--- config.mk ---
export PLATFORM = sky130hd
export DESIGN_NAME = outer_prod_sched
export DESIGN_NICKNAME = d
export VERILOG_FILES = /design/src/rtl/outer_prod_sched.sv
export SDC_FILE = /design/constraint.sdc
export NUM_CORES = 1
export LEC_CHECK = 0
export BUFFER_PORTS_ARGS = -buffer_cell sky130_fd_sc_hd__buf_2
export CAP_MARGIN = 20
export CORE_ASPECT_RATIO = 0.6
export CORE_UTILIZATION = 30
export DETAILED_ROUTE_END_ITERATION = 7
export GPL_ROUTABILITY_DRIVEN = 0
export PLACE_DENSITY = 0.48
export SLEW_MARGIN = 25
export SYNTH_ARGS = -nofsm -noshare
export SYNTH_HDL_FRONTEND = slang
export SYNTH_SLANG_ARGS = --single-unit
--- constraint.sdc ---
create_clock -name clk2 -period 5.55 [get_ports clk2]
set_clock_uncertainty 0.05 [all_clocks]
set_input_delay 1.11 -clock clk2 [delete_from_list [all_inputs] [get_ports clk2]]
set_output_delay 1.11 -clock clk2 [all_outputs]
set_load 0.05 [all_outputs]
--- src/rtl/outer_prod_sched.sv ---
// -----------------------------------------------------------------------------
// outer_prod_sched
//   Compute-domain controller for the 16x16 outer-product engine. Captures a
//   burst of VEC_LEN operand pairs (A[k], B[k]), then walks the shared
//   multiplier over every (i,j) pair in row-major order. Each product
//   A[i]*B[j] is pushed into the write side of the CDC FIFO.
//
// Ports
//   clk2        compute-domain clock
//   rst_n       asynchronous active-low reset
//   in_valid    operand pair valid this cycle
//   in_matrix_A A element
//   in_matrix_B B element
//   fifo_full   CDC FIFO write-side full
//   fifo_wr     FIFO write strobe
//   fifo_wdata  product A[i]*B[j] (0 when not writing)
//   busy        high in RUN and DONE
//   done        one-cycle pulse after the last product is written
//   drop_err    sticky; in_valid arrived while busy
//
// Handshake: a product transfers on every cycle where fifo_wr=1. fifo_wr is
// raised in RUN exactly when fifo_full=0, so a write never targets a full
// FIFO; while fifo_full=1 the current (i,j) pair is held and retried.
// -----------------------------------------------------------------------------
module outer_prod_sched #(
    parameter int VEC_LEN = 16,
    parameter int DW_IN   = 4,
    parameter int DW_OUT  = 8
) (
    input  logic              clk2,
    input  logic              rst_n,
    input  logic              in_valid,
    input  logic [DW_IN-1:0]  in_matrix_A,
    input  logic [DW_IN-1:0]  in_matrix_B,
    input  logic              fifo_full,
    output logic              fifo_wr,
    output logic [DW_OUT-1:0] fifo_wdata,
    output logic              busy,
    output logic              done,
    output logic              drop_err
);

    localparam int LW = $clog2(VEC_LEN);
    localparam int IW = 2 * LW;

    typedef enum logic [1:0] {
        S_IDLE = 2'd0,
        S_LOAD = 2'd1,
        S_RUN  = 2'd2,
        S_DONE = 2'd3
    } state_t;

    state_t          state_q, state_d;
    logic [LW-1:0]   ld_cnt_q, ld_cnt_d;
    logic [IW-1:0]   idx_q, idx_d;
    logic            drop_err_q, drop_err_d;

    // Operand register files; contents are don't-care out of reset.
    logic [DW_IN-1:0] a_q [VEC_LEN];
    logic [DW_IN-1:0] b_q [VEC_LEN];

    logic            cap_en;
    logic [LW-1:0]   cap_addr;
    logic            wr_en;
    logic [DW_OUT-1:0] prod;

    always_comb begin
        state_d    = state_q;
        ld_cnt_d   = ld_cnt_q;
        idx_d      = idx_q;
        drop_err_d = drop_err_q;
        cap_en     = 1'b0;
        cap_addr   = ld_cnt_q;
        wr_en      = 1'b0;

        case (state_q)
            S_IDLE: begin
                if (in_valid) begin
                    cap_en   = 1'b1;
                    cap_addr = '0;
                    ld_cnt_d = LW'(1);
                    state_d  = S_LOAD;
                end
            end
            S_LOAD: begin
                // Gaps in in_valid simply hold ld_cnt.
                if (in_valid) begin
                    cap_en   = 1'b1;
                    ld_cnt_d = ld_cnt_q + LW'(1);
                    if (ld_cnt_q == LW'(VEC_LEN - 1)) begin
                        ld_cnt_d = '0;
                        idx_d    = '0;
                        state_d  = S_RUN;
                    end
                end
            end
            S_RUN: begin
                wr_en = !fifo_full;
                if (in_valid) begin
                    drop_err_d = 1'b1;
                end
                // idx advances only on a real write; the last write wraps
                // idx to 0 and leaves RUN on the same edge.
                if (wr_en) begin
                    idx_d = idx_q + IW'(1);
                    if (idx_q == {IW{1'b1}}) begin
                        state_d = S_DONE;
                    end
                end
            end
            S_DONE: begin
                if (in_valid) begin
                    drop_err_d = 1'b1;
                end
                state_d = S_IDLE;
            end
            default: begin
                state_d = S_IDLE;
            end
        endcase
    end

    always_ff @(posedge clk2 or negedge rst_n) begin
        if (!rst_n) begin
            state_q    <= S_IDLE;
            ld_cnt_q   <= '0;
            idx_q      <= '0;
            drop_err_q <= 1'b0;
        end else begin
            state_q    <= state_d;
            ld_cnt_q   <= ld_cnt_d;
            idx_q      <= idx_d;
            drop_err_q <= drop_err_d;
        end
    end

    // Register files carry no reset so they map onto plain storage.
    always_ff @(posedge clk2) begin
        if (cap_en) begin
            a_q[cap_addr] <= in_matrix_A;
            b_q[cap_addr] <= in_matrix_B;
        end
    end

    // i = upper half of idx, j = lower half; row-major walk.
    assign prod = DW_OUT'(a_q[idx_q[IW-1:LW]]) * DW_OUT'(b_q[idx_q[LW-1:0]]);

    assign fifo_wr    = wr_en;
    assign fifo_wdata = wr_en ? prod : '0;
    assign busy       = (state_q == S_RUN) || (state_q == S_DONE);
    assign done       = (state_q == S_DONE);
    assign drop_err   = drop_err_q;

endmodule

==> out/metrics.yaml <==
async_flop_share: 0.105
post-route-period-util: 0.975
core_mm2: 0.0210
worst_setup_path_end_kind: "primary output"
status: "completed"
max_slew_margin: 0.322
drc: 0
root_buffer: "clkbuf_16"
cap_violations: 0
yosysWarnings: 0
busiest_layer: "met1"
grt_max_degree: 17
io_pins: 24
finalSetupViolations: 0
cts.htree.levels: 4
chipWidth_um: 191
synth_ff_type: "edfxtp_1"
max_freq_mhz: 185
dieArea_mm2: 0.0220
n_antenna_cell: 0
antenna_found_initial: 0
hp-class: "flop to flop"
clk_pin_slew_ns: 0.06
cellLeakagePower_nw: 2.68
met1_usage: 0.224
cts_buffers: 17
clk-insertion-delay-late_ns: 0.42
synth.avg_cell_area_um2: 16.5
track_usage: 0.145
setup_ws_ns: 0.138
grt_pass1_vias: 3581
ys_ff_latch: 143
drt_first_pass_iters: 4
cts-hold-fix-buffers: 0
critPathSlowestCell: "mux4_1"
grt_pass1_wl_um: 22500
ys_types: 57
start_kind: "flop"
required_ns: 4.39
path_delay_family: "adder cells"
use_met2: 0.198
drive_above_1_share: 0.302
dp_slack_ns: 0.160
vdd_drop_max_mv: 0.653
hold_viol: 0
placementRows: 41
grt_use_met3: 0.0305
syn2layout_area_growth_pct: 20.0
cts.sinks: 143
yosysSeqAreaShare: 0.656
place_area_mm2: 0.00697
powerDensity_mw_per_mm2: 582
vias: 3610
cpMostUsedCell: "fa_1"
synth_area_mm2: 0.00643
fp.dieH_um: 115
critPathMaxFanout: 5
final_nets: 474
path_cells: "buf_4, mux4_1, a22o_1, a221oi_2, or2_1, fa_1, inv_2, fa_1, ha_1, a21o_1, a21oi_2, or4_1, nand3_2, buf_8"
routed_wl_um: 14800
synth.net_count: 423
layout_commonest_cell: "edfxtp_1"
slew_viol_final: 0
critical_path_arrival_ns: 4.25
syn_inst: 389
critical_path_class: "flop to primary output"
drt-vias-per-instance: 4.93
fill_cells: 1963
rsz0062_at_grt: "true"
crit_buf_inv: 3
grt_overflow_total: 0
initial_core_util: 0.306
hpwl_um: 10500
postRouteAntennaNets: 0
cts_tree: "yes"
layout_min_cycle_time_ns: 5.41
wl_per_cell_um: 20.3
max_stage_delay_ns: 0.55
synth_edf_count: 128
io_buffer_count: 23
drt-initial-drc-count: 252
worst_pin_slew_ns: 1.01
fin_area_mm2: 0.00771
clockBufferDepth: 2
mostFrequentLayoutCells: "edfxtp_1, mux4_2, nor2_1"
==> sequential cells by signal (all words and copies together) (netlist names) <==
name      flops
idx_q         8
a_q          64
b_q          64
ld_cnt_q      4
state_q       2
drop_err      1
==> area by class of cell <==
type | count | area [µm²] | area share
Clock buffer | 18 | 429 | 0.0556
Clock inverter | 14 | 173 | 0.0224
Inverter | 16 | 60.1 | 0.00779
Multi-Input combinational cell | 215 | 2140 | 0.278
Sequential cell | 143 | 4220 | 0.547
Tap cell | 279 | 349 | 0.0453
Timing Repair Buffer | 47 | 337 | 0.0436
==> per-layer routing <==
metal  part of all wire  vias up
met5                  0        -
met4             0.0087        0
met3              0.045       12
met2               0.42       79
met1               0.53     1872
li1                   -     1647
==> cells in the mapped netlist, types with 3 or more instances <==
cell	n	area, µm²
edfxtp_1	128	3840
nor2_1	35	131
mux4_2	23	518
ha_1	18	225
nand2_1	18	67.6
inv_1	16	60.1
dfrtp_1	15	375
mux4_1	8	210
a21oi_1	7	35.0
nand3_1	7	35.0
nor3_1	7	35.0
o21ai_0	7	35.0
clkbuf_1	5	18.8
mux2i_1	5	50.1
a22o_1	4	35.0
and2_1	4	25.0
buf_2	4	20.0
fa_1	4	80.1
nand2b_1	4	25.0
o221ai_1	4	35.0
o22a_1	4	35.0
or4_1	4	30.0
a221oi_2	3	45.0
nand4_1	3	18.8
nor2b_1	3	18.8
o31ai_1	3	22.5
or2_1	3	18.8
or2_2	3	18.8
==> report_power, final <==
part	internal, mW	switching (mW)	total [mW]
Sequential	1.25	0.109	1.36
Combinational	0.879	1.07	1.95
Clock	0.743	0.432	1.17
==> cells by family after synthesis <==
family,share of synthesized area
and+or+nand+nor,0.0769
buffers and inverters,0.0241
DFF,0.656
AOI/OAI and AO/OA,0.0693
adders and majority gates,0.0475
muxes,0.125
xor gates and xnor gates,0.00136
==> through the flow <==
stage / setup TNS (ns) / util / hold slack (ns) / instances / power, mW
2_1_floorplan: 0 / - / 0.462 / 389 / 2.69
3_3_place_gp: 0 / 0.331 / 0.390 / 696 / 3.20
3_5_place_dp: 0 / 0.331 / 0.395 / 696 / 3.21
4_1_cts: 0 / 0.361 / 0.408 / 728 / 4.42
5_1_grt: -0.131 / 0.367 / 0.428 / 732 / 4.78
6_report: 0 / 0.367 / 0.402 / 732 / 4.49
==> what timing repair did <==
| action | CTS | global route |
|---|---|---|
| pin swaps | 0 | 14 |
| gates resized for setup | 10 | 19 |
| endpoints found under the setup margin | 4 | 4 |
| setup buffers | 0 | 4 |
==> final timing paths <==
check	from	endpoint	slack (ns)	depth (start not counted)
setup reg to reg	state_q[1]$_DFFE_PN0P_	b_q[7][1]$_DFFE_PP_	2.91	6
hold reg to reg	drop_err$_DFFE_PN0P_	drop_err$_DFFE_PN0P_	0.40	1
hold / removal	drop_err$_DFFE_PN0P_	drop_err$_DFFE_PN0P_	0.40	1
setup / recovery	idx_q[0]$_DFFE_PN0P_	fifo_wdata[7]	0.14	14
min in group asynchronous	rst_n	ld_cnt_q[1]$_DFFE_PN0P_	0.56	1
max in group asynchronous	rst_n	idx_q[0]$_DFFE_PN0P_	4.57	1
Power figures use the tool's default switching activity.
